--- src/rtl/tri_bus_arbiter_pkg.sv ---
// Shared types and helpers for the tristate bus arbiter.
package tri_bus_pkg;

  // Default number of requesters and bus width.
  localparam int DEF_NREQ = 4;
  localparam int BUS_W    = 4;

  // Width of an owner index for n requesters (at least one bit).
  function automatic int owner_w(input int n);
    if (n < 2) begin
      return 1;
    end else begin
      return $clog2(n);
    end
  endfunction

  localparam int OWNER_W = owner_w(DEF_NREQ);

  // Arbitration state: nobody owns the bus, or exactly one owner.
  typedef enum logic {
    S_IDLE  = 1'b0,
    S_OWNED = 1'b1
  } arb_state_t;

  // Active force overlay: which bits are forced and to what value.
  typedef struct packed {
    logic [BUS_W-1:0] mask;
    logic [BUS_W-1:0] val;
  } force_t;

endpackage

--- src/rtl/tri_bus_arbiter_if.sv ---
// Requester/force-control side of the tristate bus arbiter.
interface tri_bus_arbiter_if #(
  parameter int NREQ  = 4,
  parameter int WIDTH = 4
);
  import tri_bus_pkg::*;

  localparam int OW = owner_w(NREQ);

  logic [NREQ-1:0]       req;
  logic [NREQ*WIDTH-1:0] req_data;
  logic [NREQ-1:0]       gnt;
  logic [OW-1:0]         owner_id;
  logic                  bus_busy;
  logic                  force_req;
  logic [WIDTH-1:0]      force_mask;
  logic [WIDTH-1:0]      force_val;
  logic                  release_req;
  logic                  force_ack;
  logic [WIDTH-1:0]      forced;
  logic [WIDTH-1:0]      bus_val;
  logic [WIDTH-1:0]      bus_oe;

  // Requester agents and force controller drive requests, observe results.
  modport master (
    output req, req_data, force_req, force_mask, force_val, release_req,
    input  gnt, owner_id, bus_busy, force_ack, forced, bus_val, bus_oe
  );

  // The arbiter consumes requests and produces grant and resolved bus.
  modport slave (
    input  req, req_data, force_req, force_mask, force_val, release_req,
    output gnt, owner_id, bus_busy, force_ack, forced, bus_val, bus_oe
  );

endinterface

--- src/rtl/tri_bus_arbiter_rr_pick.sv ---
// Round-robin search: first set request at or after i_start, with wrap.
module rr_pick #(
  parameter int NREQ = 4,
  parameter int OW   = 2
) (
  input  logic [NREQ-1:0] i_req,
  input  logic [OW-1:0]   i_start,
  output logic            o_found,
  output logic [OW-1:0]   o_idx
);

  logic [OW-1:0] w_j;

  // Scan from the farthest candidate back to i_start so the nearest hit wins.
  always_comb begin
    o_found = 1'b0;
    o_idx   = '0;
    w_j     = '0;
    for (int k = NREQ - 1; k >= 0; k--) begin
      w_j = OW'((int'(i_start) + k) % NREQ);
      if (i_req[w_j]) begin
        o_found = 1'b1;
        o_idx   = w_j;
      end else begin
        o_found = o_found;
        o_idx   = o_idx;
      end
    end
  end

endmodule

--- src/rtl/tri_bus_arbiter.sv ---
// Round-robin owner arbitration plus per-bit force overlay for a shared
// tristate bus. Produces the resolved value and drive enables that the
// downstream driver turns into the tri net.
module tri_bus_arbiter
  import tri_bus_pkg::*;
#(
  parameter int NREQ     = DEF_NREQ,
  parameter int WIDTH    = BUS_W,
  parameter int MAX_HOLD = 4
) (
  input  logic            clk,
  input  logic            reset_l,
  tri_bus_arbiter_if.slave bus
);

  localparam int              OW       = owner_w(NREQ);
  localparam logic [3:0]      HOLD_MAX = 4'(MAX_HOLD);
  localparam logic [OW-1:0]   LAST_ID  = OW'(NREQ - 1);

  arb_state_t      r_state, w_state_n;
  logic [NREQ-1:0] r_gnt, w_gnt_n;
  logic [OW-1:0]   r_owner, w_owner_n;
  logic [OW-1:0]   r_ptr, w_ptr_n;
  logic [3:0]      r_hold, w_hold_n;

  logic [OW-1:0]   w_after_owner;
  logic [NREQ-1:0] w_owner_mask;
  logic            w_owner_req;
  logic [NREQ-1:0] w_pick_req;
  logic [OW-1:0]   w_pick_start;
  logic            w_pick_found;
  logic [OW-1:0]   w_pick_idx;

  force_t          r_force;
  logic            r_force_ack;
  logic [WIDTH-1:0] w_base, w_base_oe;

  assign w_after_owner = (r_owner == LAST_ID) ? '0 : (r_owner + OW'(1));
  assign w_owner_mask  = NREQ'(1) << r_owner;
  assign w_owner_req   = |(bus.req & w_owner_mask);

  // Idle searches from the RR pointer; an owner hands off to the next other requester.
  always_comb begin
    w_pick_req   = bus.req;
    w_pick_start = r_ptr;
    if (r_state == S_OWNED) begin
      w_pick_req   = bus.req & ~w_owner_mask;
      w_pick_start = w_after_owner;
    end else begin
      w_pick_req   = bus.req;
      w_pick_start = r_ptr;
    end
  end

  rr_pick #(
    .NREQ (NREQ),
    .OW   (OW)
  ) u_pick (
    .i_req   (w_pick_req),
    .i_start (w_pick_start),
    .o_found (w_pick_found),
    .o_idx   (w_pick_idx)
  );

  // Arbitration decisions: initial grant, voluntary drop, and hold-limit hand-off.
  always_comb begin
    w_state_n = r_state;
    w_gnt_n   = r_gnt;
    w_owner_n = r_owner;
    w_ptr_n   = r_ptr;
    w_hold_n  = r_hold;
    case (r_state)
      S_IDLE: begin
        if (w_pick_found) begin
          w_state_n = S_OWNED;
          w_owner_n = w_pick_idx;
          w_gnt_n   = NREQ'(1) << w_pick_idx;
          w_hold_n  = 4'd0;
        end else begin
          w_gnt_n   = '0;
          w_hold_n  = 4'd0;
        end
      end
      S_OWNED: begin
        if (!w_owner_req) begin
          // Owner let go: pass straight to the next requester, else go idle.
          w_ptr_n  = w_after_owner;
          w_hold_n = 4'd0;
          if (w_pick_found) begin
            w_owner_n = w_pick_idx;
            w_gnt_n   = NREQ'(1) << w_pick_idx;
          end else begin
            w_state_n = S_IDLE;
            w_gnt_n   = '0;
          end
        end else if ((r_hold == HOLD_MAX) && w_pick_found) begin
          // Hold budget spent and someone is waiting: rotate.
          w_ptr_n   = w_after_owner;
          w_owner_n = w_pick_idx;
          w_gnt_n   = NREQ'(1) << w_pick_idx;
          w_hold_n  = 4'd0;
        end else if (r_hold == HOLD_MAX) begin
          w_hold_n  = r_hold;
        end else begin
          w_hold_n  = r_hold + 4'd1;
        end
      end
      default: begin
        w_state_n = S_IDLE;
        w_gnt_n   = '0;
        w_hold_n  = 4'd0;
      end
    endcase
  end

  // Arbitration state registers.
  always_ff @(posedge clk or negedge reset_l) begin
    if (!reset_l) begin
      r_state <= S_IDLE;
      r_gnt   <= '0;
      r_owner <= '0;
      r_ptr   <= '0;
      r_hold  <= 4'd0;
    end else begin
      r_state <= w_state_n;
      r_gnt   <= w_gnt_n;
      r_owner <= w_owner_n;
      r_ptr   <= w_ptr_n;
      r_hold  <= w_hold_n;
    end
  end

  // Force overlay: force replaces mask/value, release clears mask; force wins a tie.
  always_ff @(posedge clk or negedge reset_l) begin
    if (!reset_l) begin
      r_force     <= '0;
      r_force_ack <= 1'b0;
    end else if (bus.force_req) begin
      r_force.mask <= bus.force_mask;
      r_force.val  <= bus.force_val;
      r_force_ack  <= 1'b1;
    end else if (bus.release_req) begin
      r_force.mask <= '0;
      r_force_ack  <= 1'b1;
    end else begin
      r_force_ack  <= 1'b0;
    end
  end

  // Base drive comes from the owner's data slice while the bus is owned.
  always_comb begin
    w_base    = '0;
    w_base_oe = '0;
    if (r_state == S_OWNED) begin
      w_base    = bus.req_data[int'(r_owner) * WIDTH +: WIDTH];
      w_base_oe = '1;
    end else begin
      w_base    = '0;
      w_base_oe = '0;
    end
  end

  assign bus.gnt       = r_gnt;
  assign bus.owner_id  = r_owner;
  assign bus.bus_busy  = (r_state == S_OWNED);
  assign bus.force_ack = r_force_ack;
  assign bus.forced    = r_force.mask;
  assign bus.bus_val   = (r_force.mask & r_force.val) | (~r_force.mask & w_base);
  assign bus.bus_oe    = r_force.mask | w_base_oe;

endmodule

--- src/flat_wrapper.sv ---
// flat-port wrapper written by rule: the top's interface ports become plain ports
module tri_bus_arbiter_flat import tri_bus_pkg::*;
#(
  parameter int NREQ     = DEF_NREQ,
  parameter int WIDTH    = BUS_W,
  parameter int MAX_HOLD = 4
)
  (clk, reset_l, bus_req, bus_req_data, bus_force_req, bus_force_mask, bus_force_val, bus_release_req, bus_gnt, bus_owner_id, bus_bus_busy, bus_force_ack, bus_forced, bus_bus_val, bus_bus_oe);
  tri_bus_arbiter_if #(.NREQ(NREQ), .WIDTH(WIDTH)) bus_i ();
  input  logic clk;
  input  logic reset_l;
  input wire logic [$bits(bus_i.req)-1:0] bus_req;
  input wire logic [$bits(bus_i.req_data)-1:0] bus_req_data;
  input wire logic [$bits(bus_i.force_req)-1:0] bus_force_req;
  input wire logic [$bits(bus_i.force_mask)-1:0] bus_force_mask;
  input wire logic [$bits(bus_i.force_val)-1:0] bus_force_val;
  input wire logic [$bits(bus_i.release_req)-1:0] bus_release_req;
  output wire logic [$bits(bus_i.gnt)-1:0] bus_gnt;
  output wire logic [$bits(bus_i.owner_id)-1:0] bus_owner_id;
  output wire logic [$bits(bus_i.bus_busy)-1:0] bus_bus_busy;
  output wire logic [$bits(bus_i.force_ack)-1:0] bus_force_ack;
  output wire logic [$bits(bus_i.forced)-1:0] bus_forced;
  output wire logic [$bits(bus_i.bus_val)-1:0] bus_bus_val;
  output wire logic [$bits(bus_i.bus_oe)-1:0] bus_bus_oe;
  assign bus_i.req = bus_req;
  assign bus_i.req_data = bus_req_data;
  assign bus_i.force_req = bus_force_req;
  assign bus_i.force_mask = bus_force_mask;
  assign bus_i.force_val = bus_force_val;
  assign bus_i.release_req = bus_release_req;
  assign bus_gnt = bus_i.gnt;
  assign bus_owner_id = bus_i.owner_id;
  assign bus_bus_busy = bus_i.bus_busy;
  assign bus_force_ack = bus_i.force_ack;
  assign bus_forced = bus_i.forced;
  assign bus_bus_val = bus_i.bus_val;
  assign bus_bus_oe = bus_i.bus_oe;
  tri_bus_arbiter #(.NREQ(NREQ), .WIDTH(WIDTH), .MAX_HOLD(MAX_HOLD)) u_core (.clk(clk), .reset_l(reset_l), .bus(bus_i));
endmodule
--- config.mk ---
export PLATFORM = sky130hd
export DESIGN_NAME = tri_bus_arbiter_flat
export DESIGN_NICKNAME = d
export VERILOG_FILES = /design/src/rtl/tri_bus_arbiter_pkg.sv /design/src/rtl/tri_bus_arbiter_if.sv /design/src/rtl/tri_bus_arbiter_rr_pick.sv /design/src/rtl/tri_bus_arbiter.sv /design/src/flat_wrapper.sv
export SDC_FILE = /design/constraint.sdc
export NUM_CORES = 1
export LEC_CHECK = 0
export CAP_MARGIN = 20
export CORE_AREA = 8 8 66 68
export CTS_BUF_LIST = sky130_fd_sc_hd__clkbuf_4 sky130_fd_sc_hd__clkbuf_8
export DETAILED_ROUTE_END_ITERATION = 8
export DIE_AREA = 0 0 74 76
export PLACE_DENSITY = 0.83
export SKIP_CTS_REPAIR_TIMING = 1
export SLEW_MARGIN = 25
export SYNTH_ARGS = -nofsm -noshare
export SYNTH_HDL_FRONTEND = slang
export SYNTH_SLANG_ARGS = --single-unit
--- constraint.sdc ---
create_clock -name clk -period 2.6 [get_ports clk]
set_input_delay 0.52 -clock clk [delete_from_list [all_inputs] [get_ports clk]]
set_output_delay 0.52 -clock clk [all_outputs]
set_load 0.005 [all_outputs]
# Word-level counts from Yosys, hierarchy flattened
# Cells that the tools add are included.
[word_totals]
register_bits = 22
latch_bits = 0
ramBits = 0
rom_bits = 0
inputBits = 32
n_memories = 0
[op_classes]
addsub = 5
mul = 0
div_mod_pow = 0
magnitude_cmp = 4
n_eq_ne = 5
shift = 3
n_mux = 42
bitwise_logic = 9
n_reduce_logical = 4
[ops]
columns = ["operator", "count"]
rows = [
  ["4-bit 2-to-1 mux", 11],
  ["2-bit 2-to-1 mux", 11],
  ["4-bit AND", 4],
  ["4-bit case mux with 2 select lines", 2],
  ["16-bit by 5-bit variable part select with 4-bit output", 1],
  ["2-bit by 3-bit less-than comparator with 1-bit output (second input constant)", 4],
  ["1-bit 2-to-1 mux", 12],
  ["1-bit binary-select mux with 2-bit select", 4],
  ["4-bit NOT", 2],
  ["4-bit OR", 2],
  ["1-bit by 2-bit left shift with 4-bit output (first input constant)", 2],
  ["2-bit by 1-bit adder with 2-bit output (second input constant)", 2],
  ["2-bit adder (second input constant)", 2],
  ["4-bit by 1-bit adder with 4-bit output (second input constant)", 1],
  ["4-bit by 3-bit == test with 1-bit output (second input constant)", 1],
  ["4-bit != test (second input constant)", 1],
  ["2-bit case mux with 2 select lines", 1],
  ["4-bit OR reduction", 1],
  ["3-bit != test (second input constant)", 1],
  ["2-bit == test (second input constant)", 1],
  ["2-bit != test (second input constant)", 1],
  ["1-bit case mux with 2 select lines", 1],
  ["2-bit AND reduction", 1],
  ["2-bit nonzero test", 1],
  ["2 further kinds", 2],
]

# Logic depth before layout (Yosys ltp)
# Gate-level depths: netlist (run 1).
[depth]
depth_word = 14
mapped_depth = 8
mapped_depth_nobuf = 7

# Modules after synthesis
# A second synthesis (run 1) with hierarchy kept.
[unflattened]
cells_unflattened = 134
hier_area_um2 = 1393.8
[by_module_without_submodules]
columns = ["module", "n_inst", "cells_each", "area_each_um2", "seq_area_each_um2"]
rows = [
  ["tri_bus_arbiter", 1, 121, 1316.3, 550.5],
  ["rr_pick", 1, 13, 77.6, 0.0],
]

# Worst setup path after synthesis (run 1)
# OpenSTA, ideal clock, no wires.
[synth_path]
path_type = "reg2reg"
startpoint = "register u_core.r_owner[0], in the netlist u_core.bus.owner_id[0]"
endpoint = "register u_core.r_ptr[0]"
setup_ns = 0.125
arrival_time_ns = 1.763
required_time_ns = 2.475
slack_ns = 0.712
path_stages_with_launch = 9
n_path_buf = 1
path_cell_list = "dfrtp_1 buf_4 inv_1 ha_1 nand2b_1 o211ai_1 o21a_2 o21ai_2 mux2_4"
[synth_via]
elab_chain_cells = 13
word_cells_on_any_way = 30
cone_classes = "4 x add/sub; 2 x eq/ne; 1 x shift; 17 x mux; 3 x bitwise; 3 x reduce/logical"
[synth_rtl]
columns = ["element", "line_no", "source"]
rows = [
  ["start: declaration", "tri_bus_arbiter.sv:22", "logic [OW-1:0] r_owner, w_owner_n;"],
  ["start signal: assignment", "tri_bus_arbiter.sv:127", "r_owner <= w_owner_n;"],
  ["2-bit by 1-bit adder with 2-bit output (tied with other cells)", "tri_bus_arbiter.sv:38", "assign w_after_owner = (r_owner == LAST_ID) ? '0 : (r_owner + OW'(1));"],
  ["2-bit 2-to-1 mux / 4-bit NOT (equally long branches)", "tri_bus_arbiter.sv:38, tri_bus_arbiter.sv:47", ""],
  ["2-bit 2-to-1 mux / 4-bit AND (equally long branches)", "tri_bus_arbiter.sv:46, tri_bus_arbiter.sv:47", ""],
  ["2-bit adder / 4-bit 2-to-1 mux (equally long branches)", "tri_bus_arbiter_rr_pick.sv:20, tri_bus_arbiter.sv:46", ""],
  ["1-bit binary-select mux with 2-bit select", "tri_bus_arbiter_rr_pick.sv:21", "if (i_req[w_j]) begin"],
  ["1-bit 2-to-1 mux (implied by the code)", "tri_bus_arbiter_rr_pick.sv:21", ""],
  ["1-bit 2-to-1 mux (4 in series)", "tri_bus_arbiter_rr_pick.sv:21", ""],
  ["1-bit logical AND", "tri_bus_arbiter.sv:96", "end else if ((r_hold == HOLD_MAX) && w_pick_found) begin"],
  ["2-bit != test (no source line)", "--", ""],
  ["2-bit AND reduction (no source line)", "--", ""],
  ["end signal: assignment", "tri_bus_arbiter.sv:128", "r_ptr <= w_ptr_n;"],
  ["end: declaration", "tri_bus_arbiter.sv:23", "logic [OW-1:0] r_ptr, w_ptr_n;"],
]
# Parallel ways exist; a longest one is shown, timed or not. The select of a mux whose other input is x is not followed.
# A chain may end at the register's enable or synchronous reset.

# Worst setup path in the final report (run 1)
[layout_path]
startpoint = "input bus_req_data[15]"
endpoint = "output bus_bus_val[3]"
[layout_via]
elab_chain_cells = 4
[layout_rtl]
columns = ["element", "line_no", "source"]
rows = [
  ["start: declaration", "flat_wrapper.sv:13", "input wire logic [$bits(bus_i.req_data)-1:0] bus_req_data;"],
  ["16-bit by 5-bit variable part select with 4-bit output", "tri_bus_arbiter.sv:155", "w_base = bus.req_data[int'(r_owner) * WIDTH +: WIDTH];"],
  ["4-bit 2-to-1 mux", "tri_bus_arbiter.sv:154", "if (r_state == S_OWNED) begin"],
  ["4-bit AND", "tri_bus_arbiter.sv:168", "assign bus.bus_val = (r_force.mask & r_force.val) | (~r_force.mask & w_base);"],
  ["4-bit OR", "tri_bus_arbiter.sv:168", ""],
  ["end: declaration", "flat_wrapper.sv:23", "output wire logic [$bits(bus_i.bus_val)-1:0] bus_bus_val;"],
]
# Every way passes these cells.

==> key figures, run 1 <==
Status
  – Status: complete, no violations

Power and ir drop
  – Leak: approximately 0.89 nW
  – Cell Pwr Density: 974 mW/mm²
  – VDD IR max: between 0.0006 and 0.0007 V

Setup path
  – CP Capture Type: output port
  – Critical path type: in2out
  – WP data required: ~2.1 ns
  – Crit path max-delay cell type: mux4_2
  – Startpoint type of the worst setup path: primary input
  – CP Cell Sequence: clkdlybuf4s50_1, mux4_2, nand2_1, o21ai_0, clkdlybuf4s50_1
  – Most used cell, CP: clkdlybuf4s50_1
  – Crit path max fanout: 1
  – CP Data Arrival Time: 1.98 ns
  – CP max stage delay: around 0.46 ns

Place
  – Final Wtd Congestion: 0.821
  – Placed Instances: 241
  – Final HPWL DP: 3.13 mm
  – Input/output buffers: 51
  – Placed cell area: 0.00201 mm²

Logic synthesis
  – Unique masters post-synth: 44
  – Adder-Cell Fraction of Synth Area: 0.0499
  – Post-synthesis simple-gate area fraction: 0.196
  – Post-synthesis compound-gate area fraction: 0.182
  – Register area share after synthesis: 0.366
  – Mapped Area: ~0.0015 mm²
  – Synth Warn #: 0
  – Cells after synthesis: 150
  – Main combinational cell family by area after synthesis: simple AND/OR/NAND/NOR gates
  – Avg Cell Area, Syn: 10.0 µm²
  – Number of enable flip-flop cells after synthesis: 0
  – Synthesized flop and latch total: 22
  – Post-synthesis mux area share: 0.133
  – Post-Synth XOR/XNOR Area: 0
  – Most used flip-flop cell after synthesis: dfrtp_1
  – Synth async-reset ratio: 1.00
  – Post-synth net total: ~190

CTS
  – Clock buffer depth: 2
  – Sink Count: 22
  – Clock buffer count from CTS: 3
  – CTS clk-pin slew, worst paths: about 0.11 ns
  – CTS tree: done
  – Worst skew pair latency: 0.31 ns
  – H-Tree Depth: 1
  – Clk root buf: clkbuf_4

Routing
  – Drt total wl: roughly 3.9 mm
  – DRC viols: 0
  – Routed Antenna Nets: 0
  – Via-to-Cell Ratio: between 5 and 6
  – WL per Instance: around 16 µm
  – Via count of the routed design: around 1.3k
  – First drt pass iteration count: 4
  – Initial drt markers: 40

Timing
  – Slew Limit Fails: 0
  – Post-layout min period: about 2.5 ns
  – Slew at the pin with the worst max-slew slack: approximately 0.56 ns
  – Period utilization: 0.963
  – Hold Violations, Final: 0
  – Relative slew slack: 0.629
  – RSZ-0062 raised after global routing: no
  – Final setup violation count: 0
  – Worst Skew: between 0.006 and 0.007 ns
  – F_max: roughly 400 MHz

Worst hold path
  – Worst min-delay path category: reg2reg

Final layout
  – Nets: about 240
  – Layout cell share with drive strength beyond 1: 0.171
  – Area grow syn2layout: 38.0%
  – ANT cells: 0
  – Final instance area: 0.00208 mm²
  – Fillers: between 300 and 400
  – Final Non-Filler Cells: around 250

Floorplanning
  – IO Pins: 52
  – Die width: about 74 µm
  – Initial Utilization: 0.437
  – Die area: 0.00562 mm²
  – Core Area: about 0.0034 mm²
  – Vert. Die Dim: roughly 76 µm
  – Cell Rows: 22

GRT
  – Initial antenna violation count: 0
  – Gr usage total: 0.141
  – Global-route wire length before repair: ~6.2 mm
  – Total gr overflow: 0
  – Vias in the first global route: between 1k and 1.5k
  – Largest net degree at the start of global routing: 23

Run
  – Max cap viols: 0
[cell usage after synthesis (4+ instances only)]
master,count,area [µm²]
dfrtp_1,22,551
nand2_1,20,75.1
nor2_1,10,37.5
nand2b_1,8,50.1
o21ai_0,8,40.0
inv_1,7,26.3
ha_1,6,75.1
buf_4,5,37.5
mux2i_1,5,50.1
or2_2,5,31.3
mux2_2,4,45.0
mux4_2,4,90.1
[path summary, 6_finish.rpt]
path	startpoint	to	slack [ns]	depth (start not counted)
setup / recovery	bus_req_data[15]	bus_bus_val[3]	0.1	5
hold / removal	u_core.bus.gnt[2]$_DFFE_PN0P_	u_core.bus.gnt[2]$_DFFE_PN0P_	0.52	1
setup reg to reg	u_core.bus.owner_id[0]$_DFFE_PN0P_	u_core.r_ptr[0]$_DFFE_PN0P_	0.40	8
hold reg to reg	u_core.bus.gnt[2]$_DFFE_PN0P_	u_core.bus.gnt[2]$_DFFE_PN0P_	0.52	1
max in group asynchronous	reset_l	u_core.bus.owner_id[0]$_DFFE_PN0P_	1.82	2
min in group asynchronous	reset_l	u_core.r_force[0]$_DFFE_PN0P_	0.54	2
[layout make-up]
type / count / area (µm²) / share of cell area
sequential: 22 / 552 / 0.266
clock inverter: 1 / 30.0 / 0.0145
timing repair buffer: 55 / 541 / 0.260
multi-input combinational: 111 / 845 / 0.407
inverter: 7 / 26.3 / 0.0127
tap: 48 / 60.1 / 0.0289
clock buffer: 3 / 22.5 / 0.0108
[flip-flops by register name, summed over array words and instances (netlist names)]
signal                flops
u_core.bus.gnt            4
u_core.r_force            4
u_core.r_ptr              2
u_core.bus.bus_busy       1
u_core.bus.forced         4
u_core.bus.owner_id       2
u_core.r_hold             4
u_core.bus.force_ack      1
[layout by cell type, fill, tap and decap left out, drive strengths merged, types with 2 or more instances in the layout]
master	n
clkdlybuf4s50	50
dfrtp	22
nand2	20
nor2	12
o21ai	12
nand2b	8
inv	7
ha	6
or2	5
mux2i	5
mux2	5
mux4	4
a22o	4
buf	4
nor3	3
clkbuf	3
a211oi	3
o221ai	2
nor2b	2
nand3b	2
and3	2
nand3	2
o21a	2
[metrics by stage]
step / total power, W / utilization / worst slack [ns] / TNS (ns) / hold slack, ns
after floorplan: 0.00138 / - / 0.712 / 0 / 0.224
final: 0.00202 / 0.603 / 0.0952 / 0 / 0.520
after detailed placement: 0.00174 / 0.583 / 0.0164 / 0 / 0.479
after global placement: 0.00172 / 0.583 / 0.102 / 0 / 0.492
after CTS: 0.00201 / 0.599 / -0.167 / -0.439 / 0.526
after global routing: 0.00217 / 0.603 / 0.0180 / 0 / 0.555
[logic make-up (layout without fill, tap and decap cells)]
family / count (synthesis) / in the layout
buffers and inverters: 17 / 66
and+or+nand+nor: 58 / 58
DFF: 22 / 22
muxes: 14 / 14
AOI/OAI and AO/OA: 33 / 33
adders and majority gates: 6 / 6
[report_power, final]
| group | leakage, nW | switching [W] | internal, W |
|---|---|---|---|
| combinational | 0.592 | 0.000550 | 0.000654 |
| clock | 0.0279 | 0.000101 | 0.000156 |
| sequential | 0.270 | 0.000128 | 0.000433 |
| total | 0.890 | 0.000780 | 0.00124 |
[critical path, delay by kind of cell]
kind                   cells  cell delay [ns]
AO/OA/AOI/OAI              1             0.08
buffers and inverters      2             0.85
AND/OR/NAND/NOR            1             0.07
multiplexers               1             0.46
[metal layers]
layer | up-vias | track usage | part of all wire
met3 | 4 | 0.0329 | 0.030
met2 | 18 | 0.244 | 0.53
li1 | 627 | - | -
met5 | - | 0 | 0
met4 | 0 | 0.0340 | 0.011
met1 | 640 | 0.168 | 0.42
Note: power is estimated with default switching activity, not from simulation.
==> inputs of run 2 (changes only) <==
Settings changed: CTS_CLUSTER_SIZE set to 30.
==> results of run 2 <==
Final layout, timing and power as in run 1 (identical DEF).
